===== config.mk =====
export PLATFORM = sky130hd
export DESIGN_NAME = load_store_unit
export DESIGN_NICKNAME = d
export VERILOG_FILES = /design/src/rtl/lsu_pkg.sv /design/src/rtl/lsu_align.sv /design/src/rtl/load_store_unit.sv
export SDC_FILE = /design/constraint.sdc
export NUM_CORES = 1
export LEC_CHECK = 0
export CAP_MARGIN = 5
export CORE_MARGIN = 1
export CORE_UTILIZATION = 44
export CTS_BUF_LIST = sky130_fd_sc_hd__clkbuf_8 sky130_fd_sc_hd__clkbuf_16
export DETAILED_ROUTE_END_ITERATION = 10
export PLACE_DENSITY = 0.81
export SLEW_MARGIN = 30
export SYNTH_ARGS = -nofsm -noshare
export SYNTH_HDL_FRONTEND = slang
export SYNTH_SLANG_ARGS = --single-unit

===== constraint.sdc =====
create_clock -name clk -period 4.84 [get_ports clk]
set_clock_uncertainty 0.1 [all_clocks]
set_input_delay 1.21 -clock clk [delete_from_list [all_inputs] [get_ports clk]]
set_output_delay 1.21 -clock clk [all_outputs]
set_load 0.005 [all_outputs]

===== src/rtl/lsu_pkg.sv =====
// Shared definitions for the load/store unit: funct3 codes, FSM encoding,
// byte-strobe patterns and the request legality check.
package lsu_pkg;

    localparam logic [2:0] LB  = 3'b000;
    localparam logic [2:0] LH  = 3'b001;
    localparam logic [2:0] LW  = 3'b010;
    localparam logic [2:0] LBU = 3'b100;
    localparam logic [2:0] LHU = 3'b101;
    localparam logic [2:0] SB  = 3'b000;
    localparam logic [2:0] SH  = 3'b001;
    localparam logic [2:0] SW  = 3'b010;

    localparam logic [3:0] STRB_NONE    = 4'b0000;
    localparam logic [3:0] STRB_BYTE    = 4'b0001;
    localparam logic [3:0] STRB_HALF_LO = 4'b0011;
    localparam logic [3:0] STRB_HALF_HI = 4'b1100;
    localparam logic [3:0] STRB_WORD    = 4'b1111;

    typedef enum logic [1:0] {
        IDLE = 2'd0,
        REQ  = 2'd1,
        WAIT = 2'd2,
        DONE = 2'd3
    } lsu_state_t;

    // Unknown funct3 or an access that straddles its natural alignment.
    function automatic logic req_illegal(input logic we, input logic [2:0] f3,
                                         input logic [1:0] addr_lo);
        logic bad;
        bad = 1'b1;
        if (we) begin
            case (f3)
                SB:      bad = 1'b0;
                SH:      bad = addr_lo[0];
                SW:      bad = (addr_lo != 2'b00);
                default: bad = 1'b1;
            endcase
        end else begin
            case (f3)
                LB, LBU: bad = 1'b0;
                LH, LHU: bad = addr_lo[0];
                LW:      bad = (addr_lo != 2'b00);
                default: bad = 1'b1;
            endcase
        end
        return bad;
    endfunction

endpackage


===== src/rtl/lsu_align.sv =====
// Byte-lane steering: store data replication and strobes, load byte/half
// extraction with sign or zero extension.
module lsu_align
    import lsu_pkg::*;
(
    input  logic [2:0]  funct3,
    input  logic [1:0]  addr_lo,
    input  logic [31:0] wdata,
    input  logic [31:0] rdata,
    output logic [31:0] wdata_rep,
    output logic [3:0]  wstrb,
    output logic [31:0] rdata_ext
);

    logic [7:0]  rbyte;
    logic [15:0] rhalf;

    always_comb begin
        rbyte = 8'(rdata >> {addr_lo, 3'b000});
        rhalf = addr_lo[1] ? rdata[31:16] : rdata[15:0];

        case (funct3)
            LB:      rdata_ext = {{24{rbyte[7]}}, rbyte};
            LBU:     rdata_ext = {24'b0, rbyte};
            LH:      rdata_ext = {{16{rhalf[15]}}, rhalf};
            LHU:     rdata_ext = {16'b0, rhalf};
            default: rdata_ext = rdata;
        endcase

        case (funct3)
            SB: begin
                wdata_rep = {4{wdata[7:0]}};
                wstrb     = STRB_BYTE << addr_lo;
            end
            SH: begin
                wdata_rep = {2{wdata[15:0]}};
                wstrb     = addr_lo[1] ? STRB_HALF_HI : STRB_HALF_LO;
            end
            default: begin
                wdata_rep = wdata;
                wstrb     = STRB_WORD;
            end
        endcase
    end

endmodule


===== src/rtl/load_store_unit.sv =====
// state | meaning
// IDLE  | waiting for req_valid; illegal requests go straight to DONE
// REQ   | mem_valid asserted until mem_ready
// WAIT  | load accepted, waiting for mem_rvalid
// DONE  | one-cycle response (rsp_valid)
module load_store_unit
   import lsu_pkg::*;
#(
   parameter int unsigned TIMEOUT_CYCLES = 256
)
(
   input  logic         clk,
   input  logic         reset,
   input  logic         req_valid,
   input  logic         req_we,
   input  logic [2:0]   req_funct3,
   input  logic [31:0]  req_addr,
   input  logic [31:0]  req_wdata,
   output logic         stall,
   output logic         rsp_valid,
   output logic [31:0]  rsp_rdata,
   output logic         fault,
   output logic         mem_valid,
   input  logic         mem_ready,
   output logic         mem_we,
   output logic [31:0]  mem_addr,
   output logic [31:0]  mem_wdata,
   output logic [3:0]   mem_wstrb,
   input  logic         mem_rvalid,
   input  logic [31:0]  mem_rdata
);

   lsu_state_t  state, state_nx;
   logic        l_we;
   logic [2:0]  l_funct3;
   logic [31:0] l_addr;
   logic [31:0] l_wdata;
   logic        fault_nx;
   logic [31:0] rdata_nx;
   logic [31:0] wdata_rep;
   logic [3:0]  strb;
   logic [31:0] rdata_ext;
   logic        timeout_hit;

   lsu_align u_align (
      .funct3    (l_funct3),
      .addr_lo   (l_addr[1:0]),
      .wdata     (l_wdata),
      .rdata     (mem_rdata),
      .wdata_rep (wdata_rep),
      .wstrb     (strb),
      .rdata_ext (rdata_ext)
   );

`ifdef LSU_TIMEOUT_EN
   localparam int unsigned CNT_W = $clog2(TIMEOUT_CYCLES + 1);
   logic [CNT_W-1:0] to_cnt;

   always_ff @(posedge clk or posedge reset) begin
      if (reset)
         to_cnt <= '0;
      else if (state == REQ || state == WAIT)
         to_cnt <= to_cnt + 1'b1;
      else
         to_cnt <= '0;
   end

   assign timeout_hit = (state == REQ || state == WAIT) &&
                        (to_cnt >= CNT_W'(TIMEOUT_CYCLES - 1));
`else
   assign timeout_hit = 1'b0;
`endif

   always_ff @(posedge clk or posedge reset) begin
      if (reset)
         state <= IDLE;
      else
         state <= state_nx;
   end

   always_ff @(posedge clk or posedge reset) begin
      if (reset) begin
         l_we      <= 1'b0;
         l_funct3  <= 3'b000;
         l_addr    <= '0;
         l_wdata   <= '0;
         rsp_rdata <= '0;
         fault     <= 1'b0;
      end else begin
         if (state == IDLE && req_valid) begin
            l_we     <= req_we;
            l_funct3 <= req_funct3;
            l_addr   <= req_addr;
            l_wdata  <= req_wdata;
         end
         rsp_rdata <= (state_nx == DONE) ? rdata_nx : '0;
         fault     <= (state_nx == DONE) && fault_nx;
      end
   end

   always_comb begin
      state_nx = state;
      fault_nx = 1'b0;
      rdata_nx = '0;
      case (state)
         IDLE: begin
            if (req_valid) begin
               if (req_illegal(req_we, req_funct3, req_addr[1:0])) begin
                  state_nx = DONE;
                  fault_nx = 1'b1;
               end else begin
                  state_nx = REQ;
               end
            end
         end
         REQ: begin
            if (mem_ready) begin
               if (l_we) begin
                  state_nx = DONE;
               end else if (mem_rvalid) begin
                  state_nx = DONE;
                  rdata_nx = rdata_ext;
               end else begin
                  state_nx = WAIT;
               end
            end else if (timeout_hit) begin
               state_nx = DONE;
               fault_nx = 1'b1;
            end
         end
         WAIT: begin
            if (mem_rvalid) begin
               state_nx = DONE;
               rdata_nx = rdata_ext;
            end else if (timeout_hit) begin
               state_nx = DONE;
               fault_nx = 1'b1;
            end
         end
         DONE: state_nx = IDLE;
      endcase
   end

   always_comb begin
      stall     = 1'b0;
      rsp_valid = 1'b0;
      mem_valid = 1'b0;
      mem_we    = 1'b0;
      mem_addr  = '0;
      mem_wdata = '0;
      mem_wstrb = STRB_NONE;
      case (state)
         IDLE: stall = req_valid;
         REQ: begin
            stall     = 1'b1;
            mem_valid = 1'b1;
            mem_we    = l_we;
            mem_addr  = {l_addr[31:2], 2'b00};
            if (l_we) begin
               mem_wdata = wdata_rep;
               mem_wstrb = strb;
            end
         end
         WAIT: stall = 1'b1;
         DONE: rsp_valid = 1'b1;
      endcase
   end

endmodule

Yosys cells after proc, flatten, opt, wreduce, memory -nomap -nowiden
Cells that the tools add are included.
{"block": "word_totals", "elab_cells": 63, "regBits": 103}
{"block": "op_classes", "n_reduce_logical": 9, "n_shift": 2, "eq_ne": 11, "mux": 34}
{"operator": "$mux 32", "n": 7}
{"operator": "$pmux 32 s2", "n": 2}
{"operator": "$pmux 32 s4", "n": 1}
{"operator": "$shr 32x5->8", "n": 1}
{"operator": "$mux 16", "n": 1}
{"operator": "$eq 3x3->1 const B", "n": 4}
{"operator": "$mux 4", "n": 3}
{"operator": "$mux 1", "n": 11}
{"operator": "$mux 2", "n": 4}
{"operator": "$pmux 2 s4", "n": 1}
{"operator": "$pmux 4 s2", "n": 1}
{"operator": "$eq 2x2->1 const B", "n": 3}
{"operator": "$eq 3x1->1 const B", "n": 2}
{"operator": "$logic_not 3->1", "n": 2}
{"operator": "$pmux 1 s3", "n": 2}
{"operator": "$reduce_or 2->1", "n": 3}
{"operator": "$shl 1x2->4 const A", "n": 1}
{"operator": "$eq 3x2->1 const B", "n": 1}
{"operator": "$eq 2x1->1 const B", "n": 1}
{"operator": "$logic_and 1x1->1", "n": 2}
{"operator": "$logic_not 2->1", "n": 1}
{"operator": "$pmux 1 s2", "n": 1}
{"operator": "$reduce_bool 2->1", "n": 1}

Logic depth before layout (Yosys ltp)
Gate-level depths: netlist of run 1.
{"block": "depth", "word_depth": 11, "depth_mapped": 7, "depth_no_buf": 6}

Cells and area by module
Synthesis of run 1 repeated with hierarchy kept, for this count alone.
{"block": "unflattened", "cells_unflattened": 541, "hier_area_um2": 5579.1}
{"mod": "load_store_unit", "seq_area_each_um2": 2577.5, "area_per_inst_um2": 4476.8, "cells_per_inst": 368, "instances": 1}
{"mod": "lsu_align", "seq_area_each_um2": 0.0, "area_per_inst_um2": 1102.3, "cells_per_inst": 173, "instances": 1}

Worst setup path after synthesis of run 1
OpenSTA, ideal clock, no wires.
{"block": "synth_timing", "path_kind": "register to output", "startpoint": "register l_funct3[1]", "endpoint": "output mem_wdata[29]", "required_time_ps": 3530, "path_buffers": 2, "path_slack_ps": 2061, "path_stages_with_launch": 6, "arrival_ps": 1469, "cell_sequence": "dfrtp_1 > clkbuf_1 > nor2_1 > clkbuf_1 > nor2_1 > a211oi_1"}
{"block": "synth_between", "elab_chain_cells": 4, "word_cells_on_any_way": 5}
{"item": "start, declared", "line": "load_store_unit.sv:35", "text": "logic [2:0] l_funct3;"}
{"item": "start signal, assigned", "line": "load_store_unit.sv:92", "text": "l_funct3 <= req_funct3;"}
{"item": "$eq 3x1->1 or $logic_not 3->1 (tied branches)", "line": "lsu_align.sv:30", "text": "case (funct3)"}
{"item": "$pmux 32 s2 *", "line": "lsu_align.sv:30"}
{"item": "$mux 32 *", "line": "load_store_unit.sv:159", "text": "if (l_we) begin"}
{"item": "$mux 32 *", "line": "load_store_unit.sv:152", "text": "case (state)"}
{"item": "end, declared", "line": "load_store_unit.sv:27", "text": "output logic [31:0] mem_wdata,"}
Every way passes the cells marked *; elsewhere a longest branch is shown, timed or not.

Worst setup path after layout of run 1
{"block": "layout_timing", "startpoint": "register l_funct3[2]", "endpoint": "output mem_wdata[11]"}
The elaborated chain is that of the path after synthesis.

==> run_results.csv, run 1 <==
group,metric,value,unit
placement,placed_cells,815,
clock_network,clockBufferDepth,2,
clock_network,htree_levels,3,
cells_and_area,syn_to_final_growth,45.57,%
synthesis,syn_inst,497,
clock_network,insertion_delay,350,ps
floorplanning,die_area,0.01254,mm2
pwr,leakage,0.003226,uW
detailed_routing,route.vias.total,4631,
floorplanning,rows,39,
hold_path,hp-start,"l_addr[17]$_DFFE_PP0P_",
clock_network,cts.clk_slew.worst_paths,70,ps
detailed_routing,antenna_left,0,
detailed_routing,via_per_inst,5.580,
sta,finalCritPeriodShare,81.91,%
grt,grt.total_usage,25.18,%
clock_network,root_buffer,"clkbuf_16",
sta,fin_tns_setup,0,ps
grt,grt_pass1_vias,4808,
cells_and_area,nets,794,
grt,overflow,0,
grt,antenna_found_initial,0,
sta,setup_viol,0,
synthesis,yosysMostFrequentCell,"dfrtp_1",
synthesis,synthFlopType,"dfrtp_1",
placement,dp_hpwl,11120,um
clock_network,cts-resized-gates,0,
status,status,"finished with violations",
clock_network,cts_setup_buffers,0,
clock_network,cts_made_buffers,9,
detailed_routing,post-route-drc-count,16,
critical_path,crit_type,"reg -> out",
grt,grt_first_pass_wirelength,24720,um
placement,gp_congestion,0.9256,
sta,min_period,3964,ps
sta,finalMaxSlewViolations,0,
hold_path,hold_class,"reg -> reg",
synthesis,ys_types,44,
sta,finalHoldViolations,0,
clock_network,cts_tree,"yes",
pwr,power_density,549.6,mW/mm2
synthesis,yosys_warnings,0,
sta,max_freq,252.2,MHz
synthesis,synthTopCellsByArea,"dfrtp_1 48%, mux2_2 14%, mux2i_1 3.9%",
cells_and_area,drive_above_1_share,15.14,%
critical_path,required,3530,ps
clock_network,holdBufCountCts,0,
synthesis,synth_top_area_share,48.41,%
detailed_routing,wl_per_cell,18.61,um
synthesis,ys_seq_area_share,48.41,%
floorplanning,design.core.area,0.01161,mm2
grt,grt_max_degree,49,
pwr,finalPower,4259,uW
floorplanning,dieWidth,112,um
sta,grt_setup_unrepaired,"no",
cells_and_area,layoutNonFillerInstCount,830,
synthesis,netlist_top_cells_count,"103 x dfrtp_1, 68 x mux2_2, 52 x nand2_1, 31 x and2_1, 25 x a211oi_1",
placement,io_buffers,207,
floorplanning,die_y,112,um
sta,slew_headroom,47.99,%
critical_path,r2r_start,"state[1]$_DFF_PP0_",
cells_and_area,fin_util,66.73,%
critical_path,cp_max_fo,20,
floorplanning,io_pins,210,
clock_network,clock_sinks,103,
status,failed_checks,"DRC",
critical_path,arrival,2650,ps
detailed_routing,drt-pass1-iter-count,8,
synthesis,ys_ff_latch,103,
pwr,ir_drop,0.3089,mV
sta,worst_pin_slew,777.3,ps
synthesis,syn_area_per_cell,10.71,um2
synthesis,syn_area,0.005324,mm2
detailed_routing,drtIter0Drc,208,
job,maxCapViolations,0,
synthesis,ys_async_sr_fraction,100.0,%
critical_path,crit_start,"l_funct3[2]$_DFFE_PP0P_",
synthesis,synth_top_cell_by_area,"dfrtp_1",
floorplanning,initial_core_util,45.84,%
cells_and_area,antenna_cells,0,
critical_path,cp-end-kind,"primary output",
synthesis,synth_edf_count,0,
critical_path,start_kind,"register",
detailed_routing,routed_wl,15440,um
worst paths after layout:
check	endpoint	slack, ps	cells after the start
min reg2reg	l_addr[17]$_DFFE_PP0P_	400	1
min in group asynchronous	rsp_rdata[24]$_DFF_PP0_	1190	2
min	l_addr[17]$_DFFE_PP0P_	400	1
max reg2reg	rsp_rdata[14]$_DFF_PP0_	2080	8
max in group asynchronous	l_addr[28]$_DFFE_PP0P_	2620	3
max	mem_wdata[11]	880	5
cells by family (layout without fill, tap and decap cells):
group | count (synthesis) | in the layout | share of synthesized area, %
compound gates | 98 | 98 | 13.07
fa+ha+maj | 6 | 6 | 1.410
buf+inv | 53 | 242 | 4.465
flops | 103 | 103 | 48.41
mux | 92 | 92 | 19.11
other cells | 1 | 2 | 0.07044
simple gates | 144 | 144 | 13.47
area by class of cell:
type	instances	area [um2]
clock buffer	10	239.0
clock inverter	5	20.02
fill	897	3864
inverter	9	36.28
multi-input combinational	342	2531
sequential	103	2577
tap	143	178.9
timing repair buffer	218	2167
critical path, cell delays in order, from the launching register on:
cell             delay (ps)
dfrtp_1                 430
or2_2                   480
nor2_1                  500
nand2_1                 110
a21oi_1                 230
clkdlybuf4s50_1         560
flip-flops by register name (all words and copies together) (netlist names):
register and count:
fault 1, l_addr 32, l_funct3 3, l_wdata 32, l_we 1, rsp_rdata 32
state 2
power by group:
group	internal [uW]	leakage, uW	switching, uW
sequential	1180	0.00129	293
combinational	1120	0.00180	1000
clock	352	0.000143	309
total	2660	0.00323	1600
cells in the final DEF (no fill, tap or decap), drive strengths merged, types with 2 or more instances in the layout:
cell type	instances
a221o	8
o22ai	8
o221ai	2
a211oi	31
o21ai	15
nor2	23
nor3	8
buf	11
mux2i	21
and2	31
nand2	52
a21oi	20
a22oi	7
clkdlybuf4s50	207
inv	12
and3	8
ha	6
a221oi	2
mux2	71
dfrtp	103
clkinv	2
clkbuf	10
conb	2
nor2b	12
metrics by stage:
step           area (um2)  setup slack, ps  hold WS (ps)
2_1_floorplan        5328            826.2         370.6
3_3_place_gp         7488            988.4         378.6
3_5_place_dp         7488            982.5         384.8
5_1_grt              7750            770.8         412.8
4_1_cts              7747            808.6         399.9
6_report             7750            875.5         397.5
metal layers:
layer	vias to the layer above	track usage, %	routed length, um
met2	226	43.40	7703
li1	2131	-	-
met3	28	6.260	1279
met4	0	10.31	368
met5	-	0	0
met1	2246	30.11	6093
(Power assumes the default switching activity.)
==> inputs of run 2 (changes only) <==
Settings changed: CORE_UTILIZATION 44 to 40, PLACE_DENSITY 0.81 to 0.78.
Clock period 4.84 ns to 3.48 ns, I/O delays scaled along.
==> run 2 against run 1 <==
The run now ends clean. Final cell count up 4.0%. Cell area grew 1.3%. Sequential cell count stayed put. Critical endpoint is now mem_wdata[31]. First-iteration DRC count rose by 75%. Largest cell class unchanged. Core utilization decreased by 5.2 points. Highest routed layer unchanged. Routed wire length is 2.6% lower. Critical path type unchanged. Via count decreased by 2.1%.
==> run_results.csv, run 2 (synthesis gave the netlist of run 1 again) <==
group,metric,value,unit
sta,fin_tns_setup,0,ps
floorplanning,io_pins,210,
critical_path,worst_path_max_delay_cell,"clkdlybuf4s50_1",
pwr,finalPower,5986,uW
pwr,leakage,0.003236,uW
grt,antenna_found_initial,0,
detailed_routing,drtIter0Drc,364,
clock_network,cts.clk_slew.worst_paths,70,ps
cells_and_area,fin_util,61.49,%
sta,setup_viol,0,
detailed_routing,via_per_inst,5.251,
cells_and_area,antenna_cells,0,
placement,gp_congestion,0.8892,
hold_path,min_path_cells,1,
cells_and_area,drive_above_1_share,16.06,%
cells_and_area,layout_common_cells,"207 x clkdlybuf4s50_1, 103 x dfrtp_1, 68 x mux2_2, 51 x nand2_1, 31 x and2_1",
sta,grt_setup_unrepaired,"no",
critical_path,r2r_start,"state[1]$_DFF_PP0_",
floorplanning,rows,41,
detailed_routing,drt-pass1-iter-count,4,
critical_path,start_kind,"register",
floorplanning,die_area,0.01377,mm2
detailed_routing,dr_wl_met3,1062,um
critical_path,crit_type,"reg -> out",
floorplanning,initial_core_util,41.68,%
clock_network,clockBufferDepth,2,
clock_network,clock_sinks,103,
cells_and_area,nets,797,
critical_path,cp_cell_sequence,"buf_4, nor2_1, buf_4, nor2_1, a211oi_1, clkdlybuf4s50_1",
clock_network,cts_tree,"yes",
critical_path,arrival,2290,ps
sta,max_freq,306.8,MHz
detailed_routing,antenna_left,0,
critical_path,slowest_delay,560,ps
detailed_routing,wl_per_cell,17.44,um
clock_network,insertion_delay,350,ps
clock_network,cts_made_buffers,9,
hold_path,hold_class,"reg -> reg",
placement,placed_cells,847,
critical_path,cp-end-kind,"primary output",
status,status,"completed",
cells_and_area,syn_to_final_growth,47.52,%
critical_path,required,2510,ps
placement,pre_cts_slack,293.5,ps
sta,finalCritPeriodShare,93.65,%
detailed_routing,route.vias.total,4532,
sta,finalHoldViolations,0,
pwr,ir_drop,0.3830,mV
grt,grt.total_usage,22.31,%
critical_path,crit_start,"l_funct3[1]$_DFFE_PP0P_",
detailed_routing,highest_layer,"met4",
detailed_routing,post-route-drc-count,0,
sta,finalMaxSlewViolations,0,
grt,grt_pass1_vias,4700,
floorplanning,dieWidth,117.4,um
critical_path,reg2reg_depth,8,
detailed_routing,routed_wl,15050,um
detailed_routing,wl_met1,6145,um
floorplanning,die_y,117.4,um
clock_network,htree_levels,3,
clock_network,root_buffer,"clkbuf_16",
placement,dp_hpwl,10970,um
job,maxCapViolations,0,
cells_and_area,layoutNonFillerInstCount,863,
cells_and_area,final_common_cell,"clkdlybuf4s50_1",
pwr,power_density,762.2,mW/mm2
sta,slew_headroom,51.85,%
grt,grt_first_pass_wirelength,24380,um
detailed_routing,met2_length,7543,um
cells_and_area,reg.largest.list,"l_addr (32), l_wdata (32), rsp_rdata (32)",
sta,worst_pin_slew,722.3,ps
grt,overflow,0,
placement,io_buffers,207,
sta,min_period,3259,ps
floorplanning,design.core.area,0.01277,mm2
hold_path,hp-start,"l_addr[2]$_DFFE_PP0P_",
grt,grt_max_degree,104,
critical_path,cp_max_fo,41,
sta,setup_slack,221.0,ps
-- run 2: cell types whose count changed in the layout (fill, tap and decap cells not counted), sizes merged --
| cell | change |
|---|---|
| clkinvlp | +3 |
| clkbuf | +1 |
| buf | +3 |
| inv | -3 |
-- run 2: metal layers --
| metal | vias to the layer above | global-route usage [%] |
|---|---|---|
| met5 | - | 0 |
| met4 | 0 | 7.873 |
| met3 | 22 | 5.593 |
| met2 | 184 | 38.72 |
| met1 | 2193 | 26.66 |
| li1 | 2133 | - |
-- run 2: worst paths after layout --
path	endpoint	slack, ps
min in group asynchronous	l_addr[22]$_DFFE_PP0P_	930
min	l_addr[2]$_DFFE_PP0P_	400
max in group asynchronous	l_wdata[14]$_DFFE_PP0P_	1930
max reg2reg	rsp_rdata[24]$_DFF_PP0_	990
min reg2reg	l_addr[2]$_DFFE_PP0P_	400
max	mem_wdata[31]	220
-- run 2: power breakdown --
group	switching [uW]	internal [uW]	leakage, uW	total (uW)
clock network	435	523	0.000139	958
registers	399	1650	0.00129	2040
logic	1410	1580	0.00181	2980
-- run 2: stage by stage --
stage	instance area, um2	hold WS, ps
floorplan	5331	370.6
CTS	7849	400.3
global placement	7561	379.5
detailed placement	7561	385.9
global route	7854	404.9
finish	7854	399.2
-- run 2: cell type report --
type / count / area [um2]
flip-flops and latches: 103 / 2577
multi-input cells: 342 / 2536
repair buffers: 221 / 2202
fillers: 1027 / 4920
clock buffers: 11 / 252.7
well taps: 172 / 215.2
clock inverters: 5 / 32.53
inverters: 9 / 37.54
-- run 2: worst max-delay path, delay by kind of cell (launching register included) --
family	cells	cell delay (ps)
AO/OA/AOI/OAI	1	250
AND/OR/NAND/NOR	2	200
buffers and inverters	3	1090
flip-flops	1	380
-- run 2: repair_timing --
item | in CTS | in global routing
gates resized for setup | 1 | 1
buffers inserted | 0 | 0
cloned | 0 | 0
setup endpoints to repair | 8 | 8
hold buffers | 0 | 0
